`src/rtl/ctr_link_pkg.sv`:
```
// Shared types for the PLD control link.
// Used by the host transmitter, the PLD-side model and benches.
package ctr_link_pkg;

  localparam int CTR_WORD_W = 32;

  typedef enum logic [2:0] {
    IDLE,
    SETUP,
    HI,
    LO,
    GAP
  } ctr_state_e;

  typedef logic [CTR_WORD_W-1:0] ctr_word_t;

endpackage

```
`src/rtl/ctr_tx_fifo.sv`:
```
// Word buffer in front of the control-link serialiser.
// Flags reflect state before any same-cycle push/pop.
module ctr_tx_fifo #(
  parameter int WIDTH = 32,
  parameter int DEPTH = 16
) (
  input  logic                     clk,
  input  logic                     reset,
  input  logic                     wr_en,
  input  logic [WIDTH-1:0]         wr_data,
  input  logic                     rd_en,
  output logic [WIDTH-1:0]         rd_data,
  output logic                     full,
  output logic                     empty,
  output logic [$clog2(DEPTH):0]   level,
  output logic                     ovf
);

  localparam int AW = $clog2(DEPTH);

  logic [WIDTH-1:0] mem [DEPTH];
  logic [AW-1:0]    wr_ptr;
  logic [AW-1:0]    rd_ptr;
  logic [AW:0]      count;
  logic             wr_ok;
  logic             rd_ok;

  assign full    = (count == (AW+1)'(DEPTH));
  assign empty   = (count == '0);
  assign level   = count;
  assign rd_data = mem[rd_ptr];
  assign wr_ok   = wr_en && !full;
  assign rd_ok   = rd_en && !empty;

  // Pointers, occupancy and the sticky drop flag
  always_ff @(posedge clk) begin
    if (reset) begin
      wr_ptr <= '0;
      rd_ptr <= '0;
      count  <= '0;
      ovf    <= 1'b0;
    end else begin
      if (wr_ok) wr_ptr <= wr_ptr + 1'b1;
      if (rd_ok) rd_ptr <= rd_ptr + 1'b1;
      case ({wr_ok, rd_ok})
        2'b10:   count <= count + 1'b1;
        2'b01:   count <= count - 1'b1;
        default: count <= count;
      endcase
      if (wr_en && full) ovf <= 1'b1;
    end
  end

  // Storage array; contents need no reset
  always_ff @(posedge clk) begin
    if (wr_ok) mem[wr_ptr] <= wr_data;
  end

endmodule

```
`src/rtl/ctr_link_tx.sv`:
```
// Host-side serialiser for the PLD control link.
// Frames each buffered word MSB first on ctr_clock/ctr_data/ctr_sync.
module ctr_link_tx
  import ctr_link_pkg::*;
#(
  parameter int WORD_W     = CTR_WORD_W,
  parameter int CLK_DIV    = 4,
  parameter int FIFO_DEPTH = 16,
  parameter int GAP_CYCLES = 4
) (
  input  logic                          clk,
  input  logic                          reset,
  input  logic [WORD_W-1:0]             wr_data,
  input  logic                          wr_en,
  output logic                          full,
  output logic [$clog2(FIFO_DEPTH):0]   level,
  output logic                          ovf,
  output logic                          busy,
  output logic                          word_done,
  input  logic                          gate_in,
  output logic                          ctr_clock,
  output logic                          ctr_data,
  output logic                          ctr_sync,
  output logic                          ctr_feedback
);

  localparam int CNT_MAX = (CLK_DIV > GAP_CYCLES) ? CLK_DIV : GAP_CYCLES;
  localparam int DW      = $clog2(CNT_MAX + 1);
  localparam int BW      = $clog2(WORD_W);

  ctr_state_e        state;
  ctr_state_e        state_n;
  logic [DW-1:0]     div;
  logic [BW-1:0]     bit_cnt;
  logic [BW-1:0]     bit_n;
  logic [WORD_W-1:0] shreg;
  logic [WORD_W-1:0] shreg_n;
  logic [WORD_W-1:0] rd_data;
  logic              empty;
  logic              pop;
  logic              phase_end;
  logic              gap_end;
  logic              bits_left;
  logic              clock_n;
  logic              sync_n;
  logic              done_n;

  ctr_tx_fifo #(
    .WIDTH (WORD_W),
    .DEPTH (FIFO_DEPTH)
  ) u_fifo (
    .clk     (clk),
    .reset   (reset),
    .wr_en   (wr_en),
    .wr_data (wr_data),
    .rd_en   (pop),
    .rd_data (rd_data),
    .full    (full),
    .empty   (empty),
    .level   (level),
    .ovf     (ovf)
  );

  assign phase_end = (div == DW'(CLK_DIV - 1));
  assign gap_end   = (div == DW'(GAP_CYCLES - 1));
  assign bits_left = (bit_cnt != '0);
  assign busy      = (state != IDLE);
  // The current bit is the shift register MSB, so the pin is a flop output
  assign ctr_data  = shreg[WORD_W-1];

  // State, phase divider, bit counter and pin registers
  always_ff @(posedge clk) begin
    if (reset) begin
      state     <= IDLE;
      div       <= '0;
      bit_cnt   <= '0;
      shreg     <= '0;
      ctr_clock <= 1'b0;
      ctr_sync  <= 1'b1;
      word_done <= 1'b0;
    end else begin
      state     <= state_n;
      div       <= (state_n != state || state == IDLE) ? '0 : div + 1'b1;
      bit_cnt   <= bit_n;
      shreg     <= shreg_n;
      ctr_clock <= clock_n;
      ctr_sync  <= sync_n;
      word_done <= done_n;
    end
  end

  // Next-state decode
  always_comb begin
    state_n = state;
    unique case (state)
      IDLE:    if (!empty)   state_n = SETUP;
      SETUP:   if (phase_end) state_n = HI;
      HI:      if (phase_end) state_n = LO;
      LO:      if (phase_end) state_n = bits_left ? HI : GAP;
      GAP:     if (gap_end)   state_n = IDLE;
      default: state_n = IDLE;
    endcase
  end

  // Next values for the pins, shifter and bit counter
  always_comb begin
    pop     = 1'b0;
    clock_n = ctr_clock;
    sync_n  = ctr_sync;
    done_n  = 1'b0;
    shreg_n = shreg;
    bit_n   = bit_cnt;
    unique case (state)
      IDLE: begin
        if (!empty) begin
          pop     = 1'b1;
          shreg_n = rd_data;
          bit_n   = BW'(WORD_W - 1);
          sync_n  = 1'b0;
          clock_n = 1'b0;
        end
      end
      SETUP: begin
        if (phase_end) clock_n = 1'b1;
      end
      HI: begin
        if (phase_end) begin
          clock_n = 1'b0;
          if (bits_left) shreg_n = {shreg[WORD_W-2:0], 1'b0};
        end
      end
      LO: begin
        if (phase_end) begin
          if (bits_left) begin
            clock_n = 1'b1;
            bit_n   = bit_cnt - 1'b1;
          end else begin
            sync_n  = 1'b1;
            done_n  = 1'b1;
            shreg_n = '0;
          end
        end
      end
      GAP: begin
      end
      default: begin
      end
    endcase
  end

  // Burst gate passthrough, one cycle late and independent of framing
  always_ff @(posedge clk) begin
    if (reset) ctr_feedback <= 1'b0;
    else       ctr_feedback <= gate_in;
  end

endmodule

```
`config.mk`:
```
export PLATFORM = sky130hd
export DESIGN_NAME = ctr_link_tx
export DESIGN_NICKNAME = d
export VERILOG_FILES = /design/src/rtl/ctr_link_pkg.sv /design/src/rtl/ctr_tx_fifo.sv /design/src/rtl/ctr_link_tx.sv
export SDC_FILE = /design/constraint.sdc
export NUM_CORES = 1
export LEC_CHECK = 0
export CAP_MARGIN = 10
export CORE_UTILIZATION = 50
export DETAILED_ROUTE_END_ITERATION = 8
export GPL_TIMING_DRIVEN = 0
export PLACE_DENSITY_LB_ADDON = 0.15
export SYNTH_ARGS = -nofsm -noshare
export SYNTH_HDL_FRONTEND = slang
export SYNTH_SLANG_ARGS = --single-unit
export TNS_END_PERCENT = 100
```
`constraint.sdc`:
```
create_clock -name clk -period 5.9 [get_ports clk]
set_input_delay 1.18 -clock clk [delete_from_list [all_inputs] [get_ports clk]]
set_output_delay 1.18 -clock clk [all_outputs]
set_load 0.01 [all_outputs]
```
==> results of run 1 <==
## cells by family (layout without fill, tap and decap cells)
kind of cell / Yosys count / in the layout / share of synthesized area (%)
buf+inv: 102 / 286 / 2.40
flops: 577 / 577 / 71.1
fa+ha+maj: 14 / 14 / 0.778
simple gates: 216 / 216 / 5.12
mux: 256 / 256 / 12.5
xor+xnor: 11 / 11 / 0.410
compound gates: 191 / 191 / 7.79
## cell usage after synthesis, types with 2 or more instances
cell type,count,area share (%)
buf_12,3,0.26
nand3b_1,2,0.064
dfxtp_1,65,5.5
a2111oi_0,2,0.075
or3_1,2,0.053
nand4_1,4,0.11
clkbuf_1,35,0.56
buf_6,9,0.43
nand2_1,14,0.22
xnor2_1,6,0.22
nor2b_1,4,0.11
xor2_1,5,0.19
a211oi_1,3,0.096
mux2_2,125,6.0
buf_2,30,0.64
buf_1,2,0.032
buf_4,7,0.22
nor2_1,69,1.1
mux4_2,4,0.38
inv_1,16,0.26
a21oi_1,20,0.43
o21ai_0,3,0.064
or4_1,2,0.064
nor3_1,71,1.5
a2111oi_4,29,3.4
ha_1,13,0.69
edfxtp_1,512,66
mux2i_1,4,0.17
mux2_1,123,5.9
nor3_2,29,1.2
nand2b_1,8,0.21
o22ai_1,124,3.3
## metrics by stage
stage               utilization (%)  hold slack (ns)  setup WS, ns  std cells
floorplan                         -            0.399          1.37       1367
global placement               53.2            0.410         -2.49       2021
detailed placement             54.4            0.417          1.63       2050
CTS                            58.7            0.426          2.29       2158
global route                   58.7            0.446          2.05       2158
finish                         58.7            0.419          2.32       2158
## power groups by stage
stage	logic, µW	registers, µW	clock network [µW]
final	3230	4860	3790
after CTS	3240	4860	3840
after floorplan	2280	4920	0
after global placement	3110	4950	0
after global routing	3450	4880	3980
after detailed placement	3230	4940	0
## placed cells by master, fill, tap and decap left out, types with 33 or more instances in the layout
cell / synthesis / layout
edfxtp_1: 512 / 512
mux2_2: 125 / 125
o22ai_1: 124 / 124
mux2_1: 123 / 123
nor3_1: 71 / 67
dfxtp_1: 65 / 65
clkbuf_16: 0 / 61
nor2_1: 69 / 57
clkdlybuf4s50_1: 0 / 47
clkbuf_1: 35 / 41
nor3_2: 29 / 33
## registers in the layout (all words and copies together) (netlist names), 3 cells and up, named ones only
register and count:
u_fifo.level 5, shreg 32, u_fifo.mem 512, state 3, u_fifo.wr_ptr 4, bit_cnt 5
u_fifo.rd_ptr 4, div 3
## area by class of cell
| class | instances | area share (%) |
|---|---|---|
| well taps | 607 | 2.79 |
| clock inverters | 31 | 1.12 |
| flip-flops and latches | 577 | 61.2 |
| plain buffers | 86 | 1.85 |
| repair buffers | 76 | 3.38 |
| inverters | 16 | 0.220 |
| multi-input cells | 688 | 23.3 |
| clock buffers | 77 | 6.19 |
## per-layer routing
layer | global-route usage (%) | part of all wire (%) | up-vias
li1 | - | - | 5681
met2 | 41.1 | 49 | 467
met5 | 0 | 0.021 | -
met3 | 3.73 | 6.0 | 96
met4 | 6.74 | 2.2 | 2
met1 | 34.5 | 43 | 6639
## how the worst max path moves through the flow
stage | cells after the start | start | endpoint
2_1_floorplan | 3 | wr_en | u_fifo.mem[3][0]
3_3_place_gp | 4 | wr_en | u_fifo.mem[3][16]
3_5_place_dp | 7 | wr_en | u_fifo.mem[3][16]
4_1_cts | 7 | wr_en | u_fifo.mem[3][15]
5_1_grt | 7 | wr_en | u_fifo.mem[2][9]
6_report | 7 | wr_en | u_fifo.mem[3][15]
==> flow_metrics.py, run 1 <==
metrics = {
    "run_status": {
        "violations": "design-rule violations",
        "status": "finished with violations",
    },
    "layout": {
        "drive_above_1_share_pct": 24.8,
        "nNetsFinal": 1553,
        "fin_area_mm2": 0.0273,
        "register_area_mm2": 0.0167,
        "syn_to_final_growth_pct": 16.1,
        "fillCellCount": 3465,
        "multiInputGateArea_mm2": 0.00634,
        "antenna_cells": 0,
    },
    "logic_synthesis": {
        "syn_avg_cell_area_um2": 17.2,
        "synth-edff-count": 512,
        "ys_seq_area_share_pct": 71.1,
        "synth_ff_type": "edfxtp_1",
        "netlist_instances": 1367,
        "yosysUniqueCellTypes": 54,
        "async_flop_share_pct": 0,
        "synth_nets": 1417,
        "synth.ff_latch_count": 577,
        "syn_area_mm2": 0.0235,
        "ys_warn_count": 0,
    },
    "global_routing": {
        "grt_antenna_before_repair": 1,
        "grt_pass1_wl_um": 85700,
        "grt_pass1_vias": 13200,
        "grt-ovfl-total": 0,
        "grtUsageTotal_pct": 24.9,
        "grt_max_degree": 22,
    },
    "timing": {
        "drv_slew": 0,
        "setup-violations-final": 0,
        "timing.fmax_mhz": 279,
        "clock_skew_ns": 0.0144,
        "tightest_slew_ns": 1.20,
        "hold_violations": 0,
        "final.setup.tns_ns": 0,
        "rsz0062_at_grt": "no",
        "layout_min_cycle_time_ns": 3.58,
        "fin_crit_sh_pct": 60.8,
        "relSlewSlack_pct": 17.9,
    },
    "floorplan": {
        "die_h_um": 219,
        "io_pins": 49,
        "coreArea_mm2": 0.0465,
        "rows": 79,
        "start_util_pct": 50.5,
        "die_w_um": 219,
        "die-area_mm2": 0.0478,
    },
    "clock_network": {
        "root_buffer": "clkbuf_16",
        "postCtsHoldBufs": 0,
        "cts_made_buffers": 58,
        "cts.sinks": 577,
        "cts_buffer_depth": 3,
        "clk_latency_ns": 0.61,
        "h-tree-depth": 2,
        "cts_setup_buffers": 0,
        "path_clk_slew_ns": 0.06,
        "postCtsResizedCells": 0,
        "cts_tree": "done",
    },
    "place": {
        "portBuffers": 47,
        "place_area_mm2": 0.0253,
        "post-dp-hpwl_um": 36400,
        "gp_congestion": 0.783,
    },
    "power_and_ir_drop": {
        "p_leak_uw": 0.00874,
        "p_sw_uw": 3580,
        "ir_worst_vdd_mv": 0.250,
        "switching_share_pct": 30.1,
        "finalPower_uw": 11900,
        "pwr-share-seq_pct": 40.9,
        "pwr-share-clk_pct": 31.9,
        "p_int_uw": 8300,
        "p_per_area_mw_per_mm2": 436,
        "p_comb_share_pct": 27.2,
    },
    "critical_path": {
        "reg2reg_slack_ns": 2.70,
        "worstPathRequired_ns": 6.21,
        "crit_family": "simple AND/OR/NAND/NOR gates",
        "cp_max_fo": 9,
        "crit_chain": "clkdlybuf4s50_1, a21boi_1, nand2_1, nor3_2, buf_6, buf_6, buf_6",
        "r2r-start": "u_fifo.level[0]",
        "reg2reg_depth": 11,
        "endpoint_kind": "flop",
        "path_buf_inv": 4,
        "critPathArrivalTime_ns": 3.90,
        "regToRegEndpoint": "u_fifo.level[4]",
        "slowest_stage": "nor3_2",
        "path_class": "in2reg",
        "critPathMaxStageDelay_ns": 0.66,
        "critical_path.startpoint_type": "input pin",
        "cp_common_cell": "buf_6",
    },
    "drt": {
        "vias_per_cell": 5.97,
        "avgRoutedWirePerCell_um": 27.0,
        "ant_nets": 0,
        "vias": 12900,
        "drc": 2,
        "dr.pass1.iters": 7,
        "drt_iter0_drc": 1161,
        "drt_wl_total_um": 58200,
    },
    "worst_hold_path": {
        "whs_path_depth": 1,
        "hold_path_class": "reg2reg",
        "hold_start": "div[0]",
        "min_to": "div[0]",
    },
    "job": {
        "drv_cap": 0,
    },
}
(Power assumes the default switching activity.)
==> run 2, diff against run 1 <==
clock period = 3.4 ns   (was 5.9 ns; I/O delays follow)
==> run 2 against run 1 <==
- the flow now finishes without violations
- via count fell by 1.4%
- routed wire length shrank 2.1%
- clock skew rose by 0.0067 ns
- register-to-register slack got worse by 2.4 ns
- flip-flop and latch count did not move
- worst hold slack better by 0.015 ns
- first-iteration DRC count is 13% lower
- non-clock buffer count is 5 lower
- sequential power grew 74%
- critical path depth did not move
- utilization fell by 0.35 points
- total power is 68% higher
- critical path type unchanged
- largest cell class unchanged
==> flow_metrics.py, run 2 (synthesized netlist as in run 1, its figures left out) <==
metrics = {
    "run_status": {
        "status": "finished, final reports clean",
    },
    "drt": {
        "drt_iter0_drc": 1008,
        "drc": 0,
        "dr.pass1.iters": 5,
        "vias": 12700,
        "avgRoutedWirePerCell_um": 26.5,
        "drt_wl_total_um": 57000,
        "ant_nets": 0,
        "vias_per_cell": 5.91,
    },
    "power_and_ir_drop": {
        "ir_worst_vdd_mv": 0.578,
        "p_leak_uw": 0.00857,
        "finalPower_uw": 20000,
        "p_per_area_mw_per_mm2": 738,
    },
    "layout": {
        "layout_commonest_cell": "edfxtp_1",
        "top_regs": "u_fifo.mem: 512 flops, shreg: 32 flops",
        "largest_reg_flops": 512,
        "syn_to_final_growth_pct": 15.4,
        "largest_register": "u_fifo.mem",
        "drive_above_1_share_pct": 23.0,
        "antenna_cells": 0,
        "final_cell_mix": "edfxtp_1 (512), mux2_2 (125), o22ai_1 (124), mux2_1 (123), nor3_1 (67)",
        "nNetsFinal": 1548,
        "final_cells": 2149,
    },
    "global_routing": {
        "grt_pass1_vias": 13100,
        "grtUsageTotal_pct": 24.6,
        "grt-ovfl-total": 0,
        "grt_antenna_before_repair": 0,
        "grt_max_degree": 20,
        "grt_pass1_wl_um": 85000,
    },
    "floorplan": {
        "io_pins": 49,
        "coreArea_mm2": 0.0465,
        "die_w_um": 219,
        "die_h_um": 219,
        "die-area_mm2": 0.0478,
        "rows": 79,
        "start_util_pct": 50.5,
    },
    "critical_path": {
        "endpoint_kind": "flop",
        "critPathArrivalTime_ns": 3.42,
        "path_class": "in2reg",
        "critical_path.startpoint_type": "input pin",
        "worstPathRequired_ns": 3.70,
        "cp-startpoint": "wr_en",
        "r2r-start": "state[1]",
        "cp_max_fo": 10,
    },
    "place": {
        "post-dp-hpwl_um": 36000,
        "gp_congestion": 0.764,
        "place_ws_ns": -0.369,
        "portBuffers": 47,
        "dp.cells": 2045,
    },
    "clock_network": {
        "cts_setup_buffers": 0,
        "cts_tree": "done",
        "h-tree-depth": 2,
        "root_buffer": "clkbuf_16",
        "cts_buffer_depth": 3,
        "cts_made_buffers": 58,
        "cts.sinks": 577,
        "path_clk_slew_ns": 0.06,
        "clk_latency_ns": 0.61,
    },
    "timing": {
        "setup-violations-final": 0,
        "drv_slew": 0,
        "fin_crit_sh_pct": 91.7,
        "rsz0062_at_grt": "no",
        "layout_min_cycle_time_ns": 3.12,
        "clock_skew_ns": 0.0212,
        "layout_setup_ws_ns": 0.284,
        "relSlewSlack_pct": 35.8,
        "timing.fmax_mhz": 321,
        "hold_violations": 0,
        "tightest_slew_ns": 0.963,
    },
    "worst_hold_path": {
        "hold_path_class": "reg2reg",
        "hold_start": "div[0]",
    },
    "job": {
        "drv_cap": 0,
    },
}
run 2: through the flow:
step           instance area (µm²)  hold WS (ns)  util (%)   TNS, ns
6_report                     27100         0.434      58.3         0
5_1_grt                      27100         0.458      58.3         0
4_1_cts                      27100         0.438      58.3         0
3_5_place_dp                 25300         0.429      54.5    -41.57
3_3_place_gp                 24700         0.408      53.2  -1168.54
2_1_floorplan                23500         0.399         -         0
run 2: cell type report:
type / count / area (µm²)
Buffer: 86 / 503
Sequential cell: 577 / 16700
Clock inverter: 10 / 71.3
Tap cell: 607 / 759
Inverter: 16 / 60.1
Clock buffer: 94 / 1690
Multi-Input combinational cell: 688 / 6370
Timing Repair Buffer: 71 / 953
Fill cell: 3564 / 19400
run 2: routing by layer:
| layer | share of wire, % | up-vias | GRT usage (%) |
|---|---|---|---|
| li1 | - | 5667 | - |
| met4 | 2.2 | 0 | 6.74 |
| met3 | 5.2 | 79 | 2.89 |
| met2 | 49 | 390 | 40.9 |
| met5 | 0 | - | 0 |
| met1 | 44 | 6571 | 34.1 |
run 2: report_power, final:
group | total, µW | internal (µW) | switching (µW) | leakage, µW
clock | 5970 | 3440 | 2530 | 0.000850
sequential | 8440 | 8160 | 280 | 0.00516
combinational | 5580 | 2380 | 3200 | 0.00256
run 2: critical path, cell delays in order:
cell             delay (ns)
clkdlybuf4s50_1        0.47
a21boi_1               0.60
nand2_1                0.43
nor3_4                 0.62
buf_8                  0.24
buf_8                  0.17
buf_8                  0.18
run 2: final timing paths:
check                           end  depth (start not counted)  slack [ns]
setup / recovery  u_fifo.mem[3][15]                          7        0.28
hold / removal               div[0]                          1        0.43
setup reg to reg    u_fifo.level[4]                         12        0.29
hold reg to reg              div[0]                          1        0.43
run 2: repair_timing:
action	4_1_cts	5_1_grt
resized for setup	0	2
endpoints found under the setup margin	0	1
hold buffers	0	0
==> run 3, diff against run 2 <==
CTS_CLUSTER_SIZE = 40   (was unset)
==> results of run 3 <==
No change in the layout: final DEF, timing and power equal those of run 2.
